**src/rtl/sevenseg_capture.sv**
```systemverilog
// +--------------------------------------------------------------------------+
// | sevenseg_capture                                                         |
// | Recovers hex nibbles from a multiplexed 7-segment bus with debounce.     |
// | Option: SEVENSEG_CAPTURE_ACTIVE_LOW_EN -> active-low segs/selects.       |
// | Revision: 1.0                                                            |
// +--------------------------------------------------------------------------+
`default_nettype none

module sevenseg_capture #(
    parameter int NDIG       = 4,
    parameter int STABLE_CYC = 4
) (
    input  logic                clk,
    input  logic                reset,
    input  logic [6:0]          seg_in,
    input  logic [NDIG-1:0]     dig_sel,
    output logic [4*NDIG-1:0]   value,
    output logic [NDIG-1:0]     digit_valid,
    output logic                upd,
    output logic [7:0]          upd_idx,
    output logic                err
);

    localparam int         SW         = 7 + NDIG;
    localparam logic [7:0] ACCEPT_CNT = 8'(STABLE_CYC - 1);
    localparam logic [0:0] ST_WAIT    = 1'b0;
    localparam logic [0:0] ST_HELD    = 1'b1;

    logic [SW-1:0]   sample;
    logic [SW-1:0]   s_q;
    logic [7:0]      cnt;
    logic [0:0]      state;
    logic [6:0]      seg_q;
    logic [NDIG-1:0] sel_q;
    logic            changed;
    logic            accept;
    logic            multi;
    logic            legal;
    logic [3:0]      nibble;
    logic [7:0]      idx;

`ifdef SEVENSEG_CAPTURE_ACTIVE_LOW_EN
    // Common-anode boards: invert before the register so everything downstream is active-high.
    assign sample = ~{seg_in, dig_sel};
`else
    assign sample = {seg_in, dig_sel};
`endif

    assign seg_q   = s_q[SW-1:NDIG];
    assign sel_q   = s_q[NDIG-1:0];
    assign changed = (sample != s_q);
    assign accept  = (state == ST_WAIT) && (cnt == ACCEPT_CNT);
    assign multi   = |(sel_q & (sel_q - 1'b1));

    always_comb begin
        legal  = 1'b1;
        nibble = 4'h0;
        case (seg_q)
            7'h3F: nibble = 4'h0;
            7'h06: nibble = 4'h1;
            7'h5B: nibble = 4'h2;
            7'h4F: nibble = 4'h3;
            7'h66: nibble = 4'h4;
            7'h6D: nibble = 4'h5;
            7'h7D: nibble = 4'h6;
            7'h07: nibble = 4'h7;
            7'h7F: nibble = 4'h8;
            7'h6F: nibble = 4'h9;
            7'h77: nibble = 4'hA;
            7'h7C: nibble = 4'hB;
            7'h39: nibble = 4'hC;
            7'h5E: nibble = 4'hD;
            7'h79: nibble = 4'hE;
            7'h71: nibble = 4'hF;
            default: legal = 1'b0;
        endcase
    end

    always_comb begin
        idx = 8'd0;
        for (int i = 0; i < NDIG; i++) begin
            if (sel_q[i]) begin
                idx = 8'(i);
            end
        end
    end

    always_ff @(posedge clk or posedge reset) begin
        if (reset) begin
            s_q         <= '0;
            cnt         <= 8'd0;
            state       <= ST_WAIT;
            value       <= '0;
            digit_valid <= '0;
            upd         <= 1'b0;
            upd_idx     <= 8'd0;
            err         <= 1'b0;
        end else begin
            s_q <= sample;
            upd <= 1'b0;
            err <= 1'b0;

            // A changing sample restarts the count but never cancels this edge's acceptance.
            if (changed) begin
                cnt   <= 8'd0;
                state <= ST_WAIT;
            end else begin
                if (cnt != 8'hFF) begin
                    cnt <= cnt + 8'd1;
                end
                if (accept) begin
                    state <= ST_HELD;
                end
            end

            if (accept && (|sel_q)) begin
                if (multi) begin
                    err <= 1'b1;
                end else if (seg_q == 7'h00) begin
                    for (int i = 0; i < NDIG; i++) begin
                        if (sel_q[i]) begin
                            digit_valid[i] <= 1'b0;
                        end
                    end
                end else if (legal) begin
                    for (int i = 0; i < NDIG; i++) begin
                        if (sel_q[i]) begin
                            value[4*i +: 4] <= nibble;
                            digit_valid[i]  <= 1'b1;
                        end
                    end
                    upd     <= 1'b1;
                    upd_idx <= idx;
                end else begin
                    err <= 1'b1;
                end
            end
        end
    end

endmodule

`default_nettype wire

```
**config.mk**
```make
export PLATFORM = sky130hd
export DESIGN_NAME = sevenseg_capture
export DESIGN_NICKNAME = d
export VERILOG_FILES = /design/src/rtl/sevenseg_capture.sv
export SDC_FILE = /design/constraint.sdc
export NUM_CORES = 1
export LEC_CHECK = 0
export BUFFER_PORTS_ARGS = -buffer_cell sky130_fd_sc_hd__buf_4
export CAP_MARGIN = 20
export CORE_ASPECT_RATIO = 1.25
export CORE_MARGIN = 10
export CORE_UTILIZATION = 50
export CTS_BUF_LIST = sky130_fd_sc_hd__clkbuf_16
export DETAILED_ROUTE_END_ITERATION = 8
export GPL_TIMING_DRIVEN = 0
export PLACE_DENSITY_LB_ADDON = 0.25
export SETUP_SLACK_MARGIN = 0.1
export SYNTH_ARGS = -nofsm -noshare
export SYNTH_HDL_FRONTEND = slang
export SYNTH_SLANG_ARGS = --single-unit
```
**constraint.sdc**
```tcl
create_clock -name clk -period 4.5 [get_ports clk]
set_clock_uncertainty 0.05 [all_clocks]
set_input_delay 1.125 -clock clk [delete_from_list [all_inputs] [get_ports clk]]
set_output_delay 1.125 -clock clk [all_outputs]
set_load 0.005 [all_outputs]
```
* Yosys cells after proc, flatten, opt, wreduce, memory -nomap -nowiden
Cells that the tools add are included.
** Word-level totals
- Logic and storage cells :: 92
- Output and inout bits :: 30
- Register bits after elaboration :: 50
- Input bits :: 13
** Cells by class
- Bitwise logic cells :: 4
- Eq/ne operators :: 27
- Reduce and logical (&&, ||, !) cells :: 18
- Muxes and demuxes :: 27
- $add $sub $neg :: 2
** Operators with widths (count)
- 7-bit equality test, second input constant :: 12
- 4-bit one-hot mux with 15 select lines :: 1
- 5-bit AND reduction :: 8
- 8-bit two-way mux :: 4
- 1-bit two-way mux :: 20
- 2-bit != test, second input constant :: 8
- 16-bit OR reduction :: 1
- 7-bit by 3-bit equality test with 1-bit output, second input constant :: 2
- 7-bit by 6-bit equality test with 1-bit output, second input constant :: 2
- 11-bit != test :: 1
- 8-bit by 1-bit adder with 8-bit output, second input constant :: 1
- 8-bit by 2-bit equality test with 1-bit output, second input constant :: 1
- 4-bit two-way mux :: 2
- 8-bit != test, second input constant :: 1
- 4-bit OR reduction :: 2
- 7-bit zero test :: 1
- 2-bit nonzero test :: 3
- 4-bit bitwise AND :: 1
- 4-bit AND reduction :: 1
- 4-bit by 1-bit subtractor with 4-bit output, second input constant :: 1
- 1-bit NOT :: 3
- 1-bit logical AND :: 2

* Logic depth before layout (Yosys ltp)
Gate-level depths: netlist of run 1.
- Depth in word-level cells :: 7
- Mapped depth :: 7
- Depth with buffers taken out :: 6

* Least setup slack after synthesis of run 1
No wires, ideal clock.
- Path type :: reg-to-reg
- From :: reg cnt[0]
- To :: reg value[8]
- Slack :: 2248 ps
- Required time :: 4322 ps
- Arrival :: 2075 ps
- Clock period less this slack :: 2252 ps
- Buffers on the path :: 0
- Setup time :: 128 ps
- Cell stages (with the launch flop) :: 7
- Cells stage by stage :: dfrtp_1 > ha_1 > nor4b_1 > nand2_1 > nor4b_4 > o211ai_4 > mux2_1
** On the way
- Word-level cells in the longest chain between the ends :: 4
** RTL lines
- start: declaration :: RTL line 31 : logic [7:0] cnt;
- start signal: assignment :: RTL line 109 : cnt <= cnt + 8'd1;
- 8-bit by 2-bit equality test with 1-bit output :: RTL line 52 : assign accept = (state == ST_WAIT) && (cnt == ACCEPT_CNT);
- 1-bit logical AND :: RTL line 52
- 1-bit logical AND :: RTL line 116 : if (accept && (|sel_q)) begin
- 5-bit AND reduction (no source line)
- end signal: indexed assignment :: RTL line 128 : value[4*i +: 4] <= nibble;
- end: declaration :: RTL line 17 : output logic [4*NDIG-1:0] value,
No other way between the ends.
A chain may end at the register's enable or synchronous reset.

* Worst setup path in the final report of run 1
Same ends and word-level chain as after synthesis.

==> impl_results.html, run 1 <==
<table>
<tr><th>Metric</th><th>Value</th></tr>
<tr><th colspan="2">Pwr</th></tr>
<tr><td>Pleak</td><td>about 1.3 nW</td></tr>
<tr><td>Internal power</td><td>0.6289 mW</td></tr>
<tr><td>NetSw</td><td>approximately 0.19 mW</td></tr>
<tr><td>Switching Fraction</td><td>0.2298</td></tr>
<tr><td>Sequential fraction of design power</td><td>0.500</td></tr>
<tr><td>IR drop worst, VDD</td><td>about 0.00022 V</td></tr>
<tr><td>Power Dens Cells</td><td>about 300 nW/um^2</td></tr>
<tr><td>Power share of the combinational group</td><td>0.078</td></tr>
<tr><td>Clock network fraction of total power</td><td>0.423</td></tr>
<tr><th colspan="2">CTS</th></tr>
<tr><td>CTS Hold Bufs</td><td>0</td></tr>
<tr><td>TritonCTS clock tree</td><td>built</td></tr>
<tr><td>Number of buffers inserted during clock tree synthesis</td><td>5</td></tr>
<tr><td>Insertion delay of the later-clocked pin in the worst-skew pair</td><td>0.28 ns</td></tr>
<tr><td>PostCTS Resize Cnt</td><td>0</td></tr>
<tr><td>Cell chosen for the clock root</td><td>sky130_fd_sc_hd__clkbuf_16</td></tr>
<tr><td>Total number of clock tree sinks</td><td>44</td></tr>
<tr><td>H-tree levels</td><td>2</td></tr>
<tr><td>Max Root-Sink Buffers</td><td>2</td></tr>
<tr><td>Clk slew on worst S/H paths</td><td>roughly 0.06 ns</td></tr>
<tr><td>Buffers inserted during post-CTS setup optimization</td><td>0</td></tr>
<tr><th colspan="2">Logic synthesis</th></tr>
<tr><td>Area share of the largest cell type after synthesis</td><td>0.4873</td></tr>
<tr><td>Post-synthesis share of cell area spent on xor and xnor gates</td><td>0.05426</td></tr>
<tr><td>Count of distinct cell types in the synthesized netlist</td><td>53</td></tr>
<tr><td>Largest family of logic cells by synthesized area</td><td>simple AND/OR/NAND/NOR gates</td></tr>
<tr><td>Most common flop cell mapped by yosys</td><td>sky130_fd_sc_hd__dfrtp_1</td></tr>
<tr><td>Adder-cell share of the synthesized area</td><td>0.01052</td></tr>
<tr><td>EDFF count, synth</td><td>0</td></tr>
<tr><td>Register area share after synthesis</td><td>0.4873</td></tr>
<tr><td>Syn. warnings</td><td>0</td></tr>
<tr><td>Synthesized flop and latch total</td><td>44</td></tr>
<tr><td>Share of flip-flops with an asynchronous set or reset</td><td>1.000</td></tr>
<tr><td>Number of instances in the synthesized netlist</td><td>197</td></tr>
<tr><td>Syn_area_per_cell</td><td>between 10 and 15 um^2</td></tr>
<tr><td>Area of the mapped netlist</td><td>approximately 2300 um^2</td></tr>
<tr><td>Mux cell area share after synthesis</td><td>0.09801</td></tr>
<tr><td>Biggest area consumer among synthesized cells</td><td>sky130_fd_sc_hd__dfrtp_1</td></tr>
<tr><td>Largest cells by area after synthesis</td><td>sky130_fd_sc_hd__dfrtp_1, sky130_fd_sc_hd__mux2_2, sky130_fd_sc_hd__xor2_1, sky130_fd_sc_hd__o211ai_4, sky130_fd_sc_hd__buf_4</td></tr>
<tr><td>Synth Area in Compound Gates</td><td>0.1312</td></tr>
<tr><td>Basic-gate share of the synthesized area counting and, or, nand and nor cells</td><td>0.1661</td></tr>
<tr><th colspan="2">Setup path</th></tr>
<tr><td>Bufs and invs on worst path</td><td>0</td></tr>
<tr><td>Kind of end point of the critical path</td><td>flop</td></tr>
<tr><td>Data required time of the critical path</td><td>between 4 and 5 ns</td></tr>
<tr><td>Crit-path slowest cell</td><td>sky130_fd_sc_hd__nor4b_4</td></tr>
<tr><td>Largest stage delay, worst path</td><td>a little under 0.7 ns</td></tr>
<tr><td>Depth of the most critical reg-to-reg path</td><td>6</td></tr>
<tr><td>CP Class</td><td>reg -&gt; reg</td></tr>
<tr><td>Critical Path AT</td><td>2.59 ns</td></tr>
<tr><td>Cell family contributing the most delay on the critical path</td><td>simple AND/OR/NAND/NOR gates</td></tr>
<tr><td>Reg2reg setup slack</td><td>about 2.0 ns</td></tr>
<tr><td>RR Startpoint</td><td>cnt[0]</td></tr>
<tr><td>Capture instance of the worst register-to-register path</td><td>value[8]</td></tr>
<tr><td>Critical Path Fanout Max</td><td>7</td></tr>
<tr><td>Nature of the critical path startpoint</td><td>flop</td></tr>
<tr><td>Cells along the critical path</td><td>ha_1 -&gt; nor4b_1 -&gt; nand2_1 -&gt; nor4b_4 -&gt; o211ai_4 -&gt; mux2_1</td></tr>
<tr><th colspan="2">Detailed routing</th></tr>
<tr><td>Antenna violation net count after detailed routing</td><td>0</td></tr>
<tr><td>Post-detailed-routing wire length</td><td>just under 5000 um</td></tr>
<tr><td>Detailed-route via count</td><td>1625</td></tr>
<tr><td>Via density</td><td>5.345</td></tr>
<tr><td>Drt first pass iters</td><td>4</td></tr>
<tr><td>Residual DRC count</td><td>0</td></tr>
<tr><td>Routed length per placed instance</td><td>~16 um</td></tr>
<tr><td>Initial detailed-routing violation count</td><td>103</td></tr>
<tr><th colspan="2">Die</th></tr>
<tr><td>Horizontal extent of the die</td><td>80.13 um</td></tr>
<tr><td>Die extent in y</td><td>approximately 95 um</td></tr>
<tr><td>Core outline area</td><td>between 4000 and 5000 um^2</td></tr>
<tr><td>Die area</td><td>7625 um^2</td></tr>
<tr><td>Starting utilization of the core area</td><td>0.5145</td></tr>
<tr><td>Row count</td><td>27</td></tr>
<tr><td>Number of top-level pins</td><td>43</td></tr>
<tr><th colspan="2">Timing</th></tr>
<tr><td>Count of pins over their slew limit</td><td>0</td></tr>
<tr><td>Crit share post-route</td><td>0.5502</td></tr>
<tr><td>Final hold vios</td><td>0</td></tr>
<tr><td>Transition time at the pin with the least slew margin</td><td>0.9043 ns</td></tr>
<tr><td>RSZ-0062 raised after global routing</td><td>no</td></tr>
<tr><td>Fmax achieved</td><td>between 0.4 and 0.5 GHz</td></tr>
<tr><td>Total of endpoints with negative setup slack in the final report</td><td>0</td></tr>
<tr><td>Setup TNS after final layout</td><td>0 ns</td></tr>
<tr><td>Post-route minimum period</td><td>roughly 2.5 ns</td></tr>
<tr><td>Max_slew headroom</td><td>0.3962</td></tr>
<tr><th colspan="2">Worst hold path</th></tr>
<tr><td>Origin of the worst min-delay path</td><td>value[8]</td></tr>
<tr><td>End of the worst hold path</td><td>value[8]</td></tr>
<tr><td>Kind of path behind the tightest hold check</td><td>reg -&gt; reg</td></tr>
<tr><td>Cell count of the worst hold path</td><td>1</td></tr>
<tr><th colspan="2">GRT</th></tr>
<tr><td>Global-route wire length before repair</td><td>8114 um</td></tr>
<tr><td>Pin count of the biggest net entering global routing</td><td>45</td></tr>
<tr><td>Via count of the first global-routing pass</td><td>roughly 1700</td></tr>
<tr><td>Global-route congestion overflow total</td><td>0</td></tr>
<tr><td>GR Util All Layers</td><td>0.1339</td></tr>
<tr><td>Number of antenna violations at the first check in global routing</td><td>0</td></tr>
<tr><th colspan="2">Placed design</th></tr>
<tr><td>PortBufs</td><td>36</td></tr>
<tr><td>DP Wirelength</td><td>3613 um</td></tr>
<tr><td>Final weighted congestion of routability-driven global placement</td><td>about 0.87</td></tr>
<tr><td>Post-DP Area</td><td>about 2600 um^2</td></tr>
<tr><th colspan="2">Final layout</th></tr>
<tr><td>Number of nets at the end of the flow</td><td>259</td></tr>
<tr><td>Area added between synthesis and finish</td><td>22.15%</td></tr>
<tr><td>Count of inserted antenna diode cells</td><td>0</td></tr>
<tr><td>Fin area</td><td>between 2000 and 3000 um^2</td></tr>
<tr><td>Fin util</td><td>0.6285</td></tr>
<tr><td>Fraction of layout cells with a size suffix above 1</td><td>0.3293</td></tr>
<tr><th colspan="2">Status</th></tr>
<tr><td>Run status</td><td>completed</td></tr>
<tr><th colspan="2">Job</th></tr>
<tr><td>Maximum capacitance violations</td><td>0</td></tr>
</table>
Yosys cell counts (2+ instances only):
master / instances
sky130_fd_sc_hd__xor2_1: 13
sky130_fd_sc_hd__mux2i_1: 3
sky130_fd_sc_hd__buf_2: 2
sky130_fd_sc_hd__clkbuf_1: 5
sky130_fd_sc_hd__o211ai_4: 4
sky130_fd_sc_hd__nor4bb_1: 2
sky130_fd_sc_hd__a21o_1: 2
sky130_fd_sc_hd__and3_1: 4
sky130_fd_sc_hd__buf_4: 7
sky130_fd_sc_hd__nor2_1: 13
sky130_fd_sc_hd__a22oi_1: 4
sky130_fd_sc_hd__nor4_1: 3
sky130_fd_sc_hd__nand2b_1: 3
sky130_fd_sc_hd__nand3_1: 8
sky130_fd_sc_hd__mux2_1: 2
sky130_fd_sc_hd__nand3b_1: 2
sky130_fd_sc_hd__inv_1: 8
sky130_fd_sc_hd__a21oi_1: 3
sky130_fd_sc_hd__nand2_1: 6
sky130_fd_sc_hd__o22ai_2: 2
sky130_fd_sc_hd__nor3_1: 6
sky130_fd_sc_hd__nand4_1: 3
sky130_fd_sc_hd__mux2_2: 15
sky130_fd_sc_hd__o21ai_0: 3
sky130_fd_sc_hd__nor3b_1: 3
sky130_fd_sc_hd__dfrtp_1: 44
layer usage:
layer / GRT usage / vias up / share of wire
met5: 0 / - / 0
met2: 0.2466 / 26 / 0.56
li1: - / 798 / -
met3: 0.03107 / 6 / 0.035
met1: 0.1449 / 795 / 0.39
met4: 0.04853 / 0 / 0.016
cells in the final DEF (no fill, tap or decap), types with 2 or more instances in the layout:
cell                        Yosys  final
sky130_fd_sc_hd__buf_4          7     43
sky130_fd_sc_hd__clkinv_2       0      2
sky130_fd_sc_hd__nor4bb_1       2      2
sky130_fd_sc_hd__clkbuf_1       5      5
sky130_fd_sc_hd__nand3b_1       2      2
sky130_fd_sc_hd__and3_1         4      4
sky130_fd_sc_hd__nor3_1         6      6
sky130_fd_sc_hd__clkbuf_16      0      5
sky130_fd_sc_hd__mux2i_1        3      3
sky130_fd_sc_hd__nor4_1         3      3
sky130_fd_sc_hd__nand2b_1       3      3
sky130_fd_sc_hd__xor2_1        13     13
sky130_fd_sc_hd__mux2_2        15     15
sky130_fd_sc_hd__nand3_1        8      8
sky130_fd_sc_hd__o22ai_2        2      2
sky130_fd_sc_hd__conb_1         1      6
sky130_fd_sc_hd__dfrtp_1       44     44
sky130_fd_sc_hd__buf_2          2      2
sky130_fd_sc_hd__a21oi_1        3      3
sky130_fd_sc_hd__a21o_1         2      2
sky130_fd_sc_hd__nand2_1        6      6
sky130_fd_sc_hd__o21ai_0        3      3
sky130_fd_sc_hd__nor3b_1        3      3
sky130_fd_sc_hd__o211ai_4       4      4
sky130_fd_sc_hd__nand4_1        3      3
sky130_fd_sc_hd__inv_1          8      7
sky130_fd_sc_hd__a22oi_1        4      4
sky130_fd_sc_hd__nor2_1        13     13
sky130_fd_sc_hd__mux2_1         2      2
sequential cells by signal, indices dropped and copies added (netlist names):
register and count:
cnt 8, upd_idx 2, upd 1, err 1
state 1, s_q 11, value 16, digit_valid 4
through the flow:
stage	hold WS (ns)	worst slack, ns	power [mW]	instances
after floorplan	0.4372	2.248	0.4576	202
after global placement	0.4407	1.738	0.4780	296
after detailed placement	0.4415	2.040	0.4784	296
after CTS	0.4573	2.011	0.8200	304
after global routing	0.4758	1.909	0.8446	304
final	0.4531	2.024	0.8166	304
worst max-delay path by stage:
stage / start / endpoint / slack [ns] / cells after the start
finish: cnt[0] / value[8] / 2.02 / 6
global route: cnt[0] / value[8] / 1.91 / 6
CTS: cnt[0] / value[8] / 2.01 / 6
detailed placement: dig_sel[1] / cnt[2] / 2.04 / 5
global placement: reset / s_q[10] / 1.74 / 2
floorplan: cnt[0] / value[8] / 2.25 / 6
power groups by stage:
stage                     clock [mW]  sequential [mW]  combinational [mW]
final                          0.345            0.408              0.0634
after global routing           0.365            0.409              0.0710
after CTS                      0.348            0.408              0.0636
after detailed placement           0            0.415              0.0631
after global placement             0            0.415              0.0628
after floorplan                    0            0.413              0.0444
area by class of cell:
| type | instances | area, um^2 |
|---|---|---|
| Fill cell | 373 | 1632 |
| Clock inverter | 3 | 13.76 |
| Inverter | 8 | 30.03 |
| Clock buffer | 5 | 125.1 |
| Buffer | 15 | 85.08 |
| Sequential cell | 44 | 1101 |
| Tap cell | 58 | 72.57 |
| Multi-Input combinational cell | 135 | 1062 |
| Timing Repair Buffer | 36 | 270.3 |
logic make-up (layout without fill, tap and decap cells):
kind of cell / count (synthesis) / in the layout
buf+inv: 23 / 67
mux: 20 / 20
other cells: 1 / 6
compound gates: 30 / 30
simple gates: 63 / 63
xor+xnor: 14 / 14
fa+ha+maj: 2 / 2
flops: 44 / 44
Power figures use the tool's default switching activity.
==> inputs of run 2 (changes only) <==
Clock period 4.5 ns to 2.3 ns, I/O delays scaled along.
==> impl_results.html, run 2 (synthesized netlist as in run 1, its figures left out) <==
<table>
<tr><th>Metric</th><th>Value</th></tr>
<tr><th colspan="2">Setup path</th></tr>
<tr><td>Data required time of the critical path</td><td>2.41 ns (was 4.62 ns)</td></tr>
<tr><td>Critical Path Fanout Max</td><td>10 (was 7)</td></tr>
<tr><td>Kind of end point of the critical path</td><td>flop (unchanged)</td></tr>
<tr><td>Critical Path AT</td><td>2.27 ns (was 2.59 ns)</td></tr>
<tr><td>CP Class</td><td>reg -&gt; reg (unchanged)</td></tr>
<tr><td>Nature of the critical path startpoint</td><td>flop (unchanged)</td></tr>
<tr><th colspan="2">Final layout</th></tr>
<tr><td>Count of inserted antenna diode cells</td><td>0 (unchanged)</td></tr>
<tr><td>Biggest registers after layout</td><td>value (16), s_q (11), cnt (8) (unchanged)</td></tr>
<tr><td>Most common cell after layout, fill and taps aside</td><td>sky130_fd_sc_hd__buf_4 (was sky130_fd_sc_hd__dfrtp_1)</td></tr>
<tr><td>Most frequent cells in the layout</td><td>sky130_fd_sc_hd__buf_4, sky130_fd_sc_hd__dfrtp_1, sky130_fd_sc_hd__xor2_1, sky130_fd_sc_hd__nor2_1, sky130_fd_sc_hd__mux2_2 (was sky130_fd_sc_hd__dfrtp_1, sky130_fd_sc_hd__buf_4, sky130_fd_sc_hd__mux2_2, sky130_fd_sc_hd__nor2_1, sky130_fd_sc_hd__xor2_1)</td></tr>
<tr><td>Fill cells</td><td>347 (was 373)</td></tr>
<tr><td>Area added between synthesis and finish</td><td>30.34% (was 22.15%)</td></tr>
<tr><td>Max FFs per register</td><td>16 (unchanged)</td></tr>
<tr><td>Fraction of layout cells with a size suffix above 1</td><td>0.4032 (was 0.3293)</td></tr>
<tr><td>Number of nets at the end of the flow</td><td>266 (was 259)</td></tr>
<tr><td>Fin area</td><td>2945 um^2 (was 2760 um^2)</td></tr>
<tr><td>Register with the most flip-flops</td><td>value (unchanged)</td></tr>
<tr><th colspan="2">Timing</th></tr>
<tr><td>RSZ-0062 raised after global routing</td><td>no (unchanged)</td></tr>
<tr><td>Count of pins over their slew limit</td><td>0 (unchanged)</td></tr>
<tr><td>Final hold vios</td><td>0 (unchanged)</td></tr>
<tr><td>Total of endpoints with negative setup slack in the final report</td><td>0 (unchanged)</td></tr>
<tr><td>Fmax achieved</td><td>0.4640 GHz (was 0.4039 GHz)</td></tr>
<tr><td>Post-route minimum period</td><td>2.155 ns (was 2.476 ns)</td></tr>
<tr><td>Crit share post-route</td><td>0.9371 (was 0.5502)</td></tr>
<tr><th colspan="2">Pwr</th></tr>
<tr><td>Total design power</td><td>1.625 mW (was 0.8166 mW)</td></tr>
<tr><td>Power Dens Cells</td><td>551.6 nW/um^2 (was 295.8 nW/um^2)</td></tr>
<tr><td>IR drop worst, VDD</td><td>0.0004041 V (was 0.0002211 V)</td></tr>
<tr><td>Pleak</td><td>1.394 nW (was 1.315 nW)</td></tr>
<tr><th colspan="2">Detailed routing</th></tr>
<tr><td>Drt first pass iters</td><td>4 (unchanged)</td></tr>
<tr><td>Antenna violation net count after detailed routing</td><td>0 (unchanged)</td></tr>
<tr><td>Post-detailed-routing wire length</td><td>5115 um (was 4828 um)</td></tr>
<tr><td>Routed length per placed instance</td><td>16.45 um (was 15.88 um)</td></tr>
<tr><td>Initial detailed-routing violation count</td><td>148 (was 103)</td></tr>
<tr><td>Via density</td><td>5.344 (was 5.345)</td></tr>
<tr><td>Residual DRC count</td><td>0 (unchanged)</td></tr>
<tr><td>Detailed-route via count</td><td>1662 (was 1625)</td></tr>
<tr><th colspan="2">GRT</th></tr>
<tr><td>Pin count of the biggest net entering global routing</td><td>45 (unchanged)</td></tr>
<tr><td>Number of antenna violations at the first check in global routing</td><td>0 (unchanged)</td></tr>
<tr><td>Global-route wire length before repair</td><td>8645 um (was 8114 um)</td></tr>
<tr><td>GR Util All Layers</td><td>0.1418 (was 0.1339)</td></tr>
<tr><td>Via count of the first global-routing pass</td><td>1777 (was 1680)</td></tr>
<tr><td>Global-route congestion overflow total</td><td>0 (unchanged)</td></tr>
<tr><th colspan="2">Die</th></tr>
<tr><td>Horizontal extent of the die</td><td>80.13 um (unchanged)</td></tr>
<tr><td>Starting utilization of the core area</td><td>0.5145 (unchanged)</td></tr>
<tr><td>Die extent in y</td><td>95.16 um (unchanged)</td></tr>
<tr><td>Die area</td><td>7625 um^2 (unchanged)</td></tr>
<tr><td>Row count</td><td>27 (unchanged)</td></tr>
<tr><td>Core outline area</td><td>4392 um^2 (unchanged)</td></tr>
<tr><td>Number of top-level pins</td><td>43 (unchanged)</td></tr>
<tr><th colspan="2">CTS</th></tr>
<tr><td>Insertion delay of the later-clocked pin in the worst-skew pair</td><td>0.28 ns (about the same)</td></tr>
<tr><td>Clk slew on worst S/H paths</td><td>0.06 ns (about the same)</td></tr>
<tr><td>H-tree levels</td><td>2 (unchanged)</td></tr>
<tr><td>TritonCTS clock tree</td><td>built (unchanged)</td></tr>
<tr><td>Cell chosen for the clock root</td><td>sky130_fd_sc_hd__clkbuf_16 (unchanged)</td></tr>
<tr><td>Number of buffers inserted during clock tree synthesis</td><td>5 (unchanged)</td></tr>
<tr><td>Total number of clock tree sinks</td><td>44 (unchanged)</td></tr>
<tr><td>Max Root-Sink Buffers</td><td>2 (unchanged)</td></tr>
<tr><th colspan="2">Worst hold path</th></tr>
<tr><td>Kind of path behind the tightest hold check</td><td>in -&gt; async (was reg -&gt; reg)</td></tr>
<tr><th colspan="2">Placed design</th></tr>
<tr><td>PortBufs</td><td>36 (unchanged)</td></tr>
<tr><td>Final weighted congestion of routability-driven global placement</td><td>0.8814 (was 0.8714)</td></tr>
<tr><td>DP Wirelength</td><td>3665 um (was 3613 um)</td></tr>
<tr><td>Post-DP Area</td><td>2650 um^2 (was 2621 um^2)</td></tr>
<tr><th colspan="2">Job</th></tr>
<tr><td>Maximum capacitance violations</td><td>0 (unchanged)</td></tr>
<tr><th colspan="2">Status</th></tr>
<tr><td>Run status</td><td>completed (unchanged)</td></tr>
</table>
## run 2: worst max-delay path: stages (launching register included)
cell	delay, ns
sky130_fd_sc_hd__dfrtp_1	0.42
sky130_fd_sc_hd__buf_2	0.20
sky130_fd_sc_hd__o211a_1	0.23
sky130_fd_sc_hd__a21oi_2	0.22
sky130_fd_sc_hd__o22ai_4	0.19
sky130_fd_sc_hd__o211ai_4	0.34
sky130_fd_sc_hd__mux2_2	0.38
## run 2: cell type report
class                   count  area [um^2]  area share
well taps                  58        72.57     0.02464
inverters                   8        30.03     0.01020
plain buffers              15        102.6     0.03483
clock inverters             3        15.01    0.005098
clock buffers               5        125.1     0.04248
repair buffers             43        347.8      0.1181
flip-flops and latches     44         1101      0.3738
multi-input cells         135         1151      0.3908
## run 2: routing by layer
layer,GRT usage,vias to the layer above,routed length (um)
li1,-,807,-
met1,0.1549,813,2002
met2,0.2507,35,2771
met3,0.04614,7,266
met4,0.05000,0,74
met5,0,-,0
## run 2: what timing repair did
action / CTS / global route
endpoints found under the hold margin: 0 / 0
hold buffers: 0 / 0
pin swaps: 4 / 5
gates resized for setup: 11 / 17
buffers inserted: 3 / 3
endpoints found under the setup margin: 24 / 19
## run 2: power breakdown
group | internal [mW] | switching, mW | total [mW]
Combinational | 0.0646 | 0.0799 | 0.145
Sequential | 0.784 | 0.0154 | 0.799
Clock | 0.395 | 0.286 | 0.681
## run 2: stage by stage
step	TNS [ns]	std cells	setup WS, ns	hold slack (ns)	util
floorplan	0	202	0.1003	0.4374	-
global placement	-0.7055	296	-0.08418	0.4284	0.5989
detailed placement	-1.164	297	-0.1242	0.4452	0.6034
CTS	0	308	0.1083	0.2855	0.6524
global route	0	311	0.1027	0.2861	0.6707
finish	0	311	0.1447	0.2714	0.6707
## run 2: path summary, 6_finish.rpt
path                            from         end  slack, ns  cells after the start
hold reg to reg            value[12]   value[12]       0.46                      1
max in group asynchronous      reset  upd_idx[0]       1.72                      3
setup / recovery              s_q[8]    value[6]       0.14                      6
setup reg to reg              s_q[8]    value[6]       0.14                      6
hold / removal                 reset   value[14]       0.27                      3
min in group clk           seg_in[6]     s_q[10]       0.36                      1
==> inputs of run 3 (changes only) <==
Settings changed: GPL_ROUTABILITY_DRIVEN set to 0, PLACE_DENSITY set to 0.84, PLACE_DENSITY_LB_ADDON 0.25 to not set.
==> impl_results.html, run 3 (synthesized netlist as in run 1, its figures left out) <==
<table>
<tr><th>Metric</th><th>Value</th></tr>
<tr><th colspan="2">Status</th></tr>
<tr><td>Run status</td><td>completed (unchanged)</td></tr>
<tr><th colspan="2">Timing</th></tr>
<tr><td>Count of pins over their slew limit</td><td>0 (unchanged)</td></tr>
<tr><td>Total of endpoints with negative setup slack in the final report</td><td>0 (unchanged)</td></tr>
<tr><td>RSZ-0062 raised after global routing</td><td>yes (was no)</td></tr>
<tr><td>Post-route minimum period</td><td>2.151 ns (was 2.155 ns)</td></tr>
<tr><td>Setup slack after layout</td><td>0.1487 ns (was 0.1447 ns)</td></tr>
<tr><td>Max_slew headroom</td><td>0.4112</td></tr>
<tr><td>Transition time at the pin with the least slew margin</td><td>0.8819 ns</td></tr>
<tr><td>Final hold vios</td><td>0 (unchanged)</td></tr>
<tr><td>Fmax achieved</td><td>0.4648 GHz (was 0.4640 GHz)</td></tr>
<tr><td>Crit share post-route</td><td>0.9354 (was 0.9371)</td></tr>
<tr><th colspan="2">Final layout</th></tr>
<tr><td>Number of nets at the end of the flow</td><td>267 (was 266)</td></tr>
<tr><td>Most common cell after layout, fill and taps aside</td><td>sky130_fd_sc_hd__buf_4 (unchanged)</td></tr>
<tr><td>Count of non-filler cells in the finished layout</td><td>312 (was 311)</td></tr>
<tr><td>Fill cells</td><td>334 (was 347)</td></tr>
<tr><td>Area added between synthesis and finish</td><td>29.96% (was 30.34%)</td></tr>
<tr><td>Fraction of layout cells with a size suffix above 1</td><td>0.4094 (was 0.4032)</td></tr>
<tr><td>Count of inserted antenna diode cells</td><td>0 (unchanged)</td></tr>
<tr><td>Fin util</td><td>0.6687 (was 0.6707)</td></tr>
<tr><td>Biggest registers after layout</td><td>value (16), s_q (11), cnt (8) (unchanged)</td></tr>
<tr><td>Register with the most flip-flops</td><td>value (unchanged)</td></tr>
<tr><td>Max FFs per register</td><td>16 (unchanged)</td></tr>
<tr><td>Most frequent cells in the layout</td><td>sky130_fd_sc_hd__buf_4, sky130_fd_sc_hd__dfrtp_1, sky130_fd_sc_hd__xor2_1, sky130_fd_sc_hd__nor2_1, sky130_fd_sc_hd__mux2_2 (unchanged)</td></tr>
<tr><th colspan="2">GRT</th></tr>
<tr><td>Via count of the first global-routing pass</td><td>1769 (was 1777)</td></tr>
<tr><td>Number of antenna violations at the first check in global routing</td><td>0 (unchanged)</td></tr>
<tr><td>Global-route wire length before repair</td><td>8500 um (was 8645 um)</td></tr>
<tr><td>GR Util All Layers</td><td>0.1428 (was 0.1418)</td></tr>
<tr><td>Global-route congestion overflow total</td><td>0 (unchanged)</td></tr>
<tr><td>Pin count of the biggest net entering global routing</td><td>45 (unchanged)</td></tr>
<tr><th colspan="2">Setup path</th></tr>
<tr><td>Nature of the critical path startpoint</td><td>flop (unchanged)</td></tr>
<tr><td>Critical Path AT</td><td>2.27 ns (about the same)</td></tr>
<tr><td>CP Class</td><td>reg -&gt; reg (unchanged)</td></tr>
<tr><td>Kind of end point of the critical path</td><td>flop (unchanged)</td></tr>
<tr><td>Critical Path Fanout Max</td><td>6 (was 10)</td></tr>
<tr><td>Data required time of the critical path</td><td>2.42 ns (was 2.41 ns)</td></tr>
<tr><th colspan="2">Die</th></tr>
<tr><td>Number of top-level pins</td><td>43 (unchanged)</td></tr>
<tr><td>Die area</td><td>7625 um^2 (unchanged)</td></tr>
<tr><td>Horizontal extent of the die</td><td>80.13 um (unchanged)</td></tr>
<tr><td>Row count</td><td>27 (unchanged)</td></tr>
<tr><td>Die extent in y</td><td>95.16 um (unchanged)</td></tr>
<tr><td>Starting utilization of the core area</td><td>0.5145 (unchanged)</td></tr>
<tr><td>Core outline area</td><td>4392 um^2 (unchanged)</td></tr>
<tr><th colspan="2">CTS</th></tr>
<tr><td>Clk slew on worst S/H paths</td><td>0.06 ns (about the same)</td></tr>
<tr><td>Cell chosen for the clock root</td><td>sky130_fd_sc_hd__clkbuf_16 (unchanged)</td></tr>
<tr><td>Insertion delay of the later-clocked pin in the worst-skew pair</td><td>0.29 ns (was 0.28 ns)</td></tr>
<tr><td>TritonCTS clock tree</td><td>built (unchanged)</td></tr>
<tr><td>Max Root-Sink Buffers</td><td>2 (unchanged)</td></tr>
<tr><td>CTS Hold Bufs</td><td>0 (unchanged)</td></tr>
<tr><td>Total number of clock tree sinks</td><td>44 (unchanged)</td></tr>
<tr><td>H-tree levels</td><td>2 (unchanged)</td></tr>
<tr><td>Number of buffers inserted during clock tree synthesis</td><td>5 (unchanged)</td></tr>
<tr><th colspan="2">Placed design</th></tr>
<tr><td>DP Worst Slack</td><td>-0.1318 ns (was -0.1242 ns)</td></tr>
<tr><td>PortBufs</td><td>36 (unchanged)</td></tr>
<tr><td>Placed cell count</td><td>296 (was 297)</td></tr>
<tr><td>DP Wirelength</td><td>3616 um (was 3665 um)</td></tr>
<tr><th colspan="2">Pwr</th></tr>
<tr><td>Power Dens Cells</td><td>598.1 nW/um^2 (was 551.6 nW/um^2)</td></tr>
<tr><td>Total design power</td><td>1.756 mW (was 1.625 mW)</td></tr>
<tr><td>Pleak</td><td>1.403 nW (was 1.394 nW)</td></tr>
<tr><td>IR drop worst, VDD</td><td>0.0004353 V (was 0.0004041 V)</td></tr>
<tr><th colspan="2">Detailed routing</th></tr>
<tr><td>Initial detailed-routing violation count</td><td>124 (was 148)</td></tr>
<tr><td>Post-detailed-routing wire length</td><td>5410 um (was 5115 um)</td></tr>
<tr><td>Routed length per placed instance</td><td>17.34 um (was 16.45 um)</td></tr>
<tr><td>Residual DRC count</td><td>0 (unchanged)</td></tr>
<tr><td>Drt first pass iters</td><td>4 (unchanged)</td></tr>
<tr><td>Detailed-route via count</td><td>1705 (was 1662)</td></tr>
<tr><td>Via density</td><td>5.465 (was 5.344)</td></tr>
<tr><td>Antenna violation net count after detailed routing</td><td>0 (unchanged)</td></tr>
<tr><th colspan="2">Job</th></tr>
<tr><td>Maximum capacitance violations</td><td>0 (unchanged)</td></tr>
<tr><th colspan="2">Worst hold path</th></tr>
<tr><td>Kind of path behind the tightest hold check</td><td>in -&gt; reg (was in -&gt; async)</td></tr>
</table>
==> run 3: report_power, final <==
part / internal (mW) / switching, mW
combinational: 0.0620 / 0.0811
clock: 0.510 / 0.303
sequential: 0.784 / 0.0164
total: 1.36 / 0.401
==> run 3: metal layers <==
layer,up-vias,GRT usage,share of wire
met5,-,0,0
met4,0,0.07353,0.023
met3,13,0.03390,0.036
met2,39,0.2480,0.54
met1,847,0.1585,0.40
li1,806,-,-
==> run 3: worst paths after layout <==
| check | slack, ns | depth (start not counted) | start | to |
|---|---|---|---|---|
| setup / recovery | 0.15 | 8 | s_q[7] | err |
| hold / removal | 0.36 | 1 | seg_in[5] | s_q[9] |
| setup reg to reg | 0.15 | 8 | s_q[7] | err |
| hold reg to reg | 0.46 | 1 | value[14] | value[14] |
| max in group asynchronous | 1.22 | 2 | reset | cnt[7] |
| min in group asynchronous | 0.43 | 2 | reset | value[10] |
==> run 3: critical path, cell delays in order (launching register included) <==
cell,delay (ns)
sky130_fd_sc_hd__dfrtp_1,0.43
sky130_fd_sc_hd__buf_6,0.14
sky130_fd_sc_hd__and4_1,0.19
sky130_fd_sc_hd__or3b_4,0.26
sky130_fd_sc_hd__o2111ai_4,0.14
sky130_fd_sc_hd__buf_8,0.18
sky130_fd_sc_hd__buf_4,0.13
sky130_fd_sc_hd__o31a_1,0.29
sky130_fd_sc_hd__nor4_1,0.23
==> run 3: through the flow <==
step                area, um^2  setup TNS [ns]  hold WS, ns
finish                    2937               0       0.3560
global route              2937               0       0.3512
CTS                       2870               0       0.3534
detailed placement        2630          -1.035       0.4455
global placement          2630         -0.4550       0.4355
floorplan                 2287               0       0.4374
==> run 3: repair_timing <==
action,in CTS,in global routing
pin swaps,3,4
setup buffers,5,3
gates resized for setup,9,13
hold endpoints to repair,0,0
setup endpoints to repair,21,21
==> run 3: layout make-up <==
type | count | area, um^2 | area share
buffer | 15 | 98.84 | 0.03366
clock buffer | 5 | 125.1 | 0.04261
clock inverter | 3 | 42.54 | 0.01449
inverter | 8 | 30.03 | 0.01023
multi-input combinational | 135 | 1132 | 0.3856
sequential | 44 | 1101 | 0.3749
tap | 58 | 72.57 | 0.02471
timing repair buffer | 44 | 334.1 | 0.1138
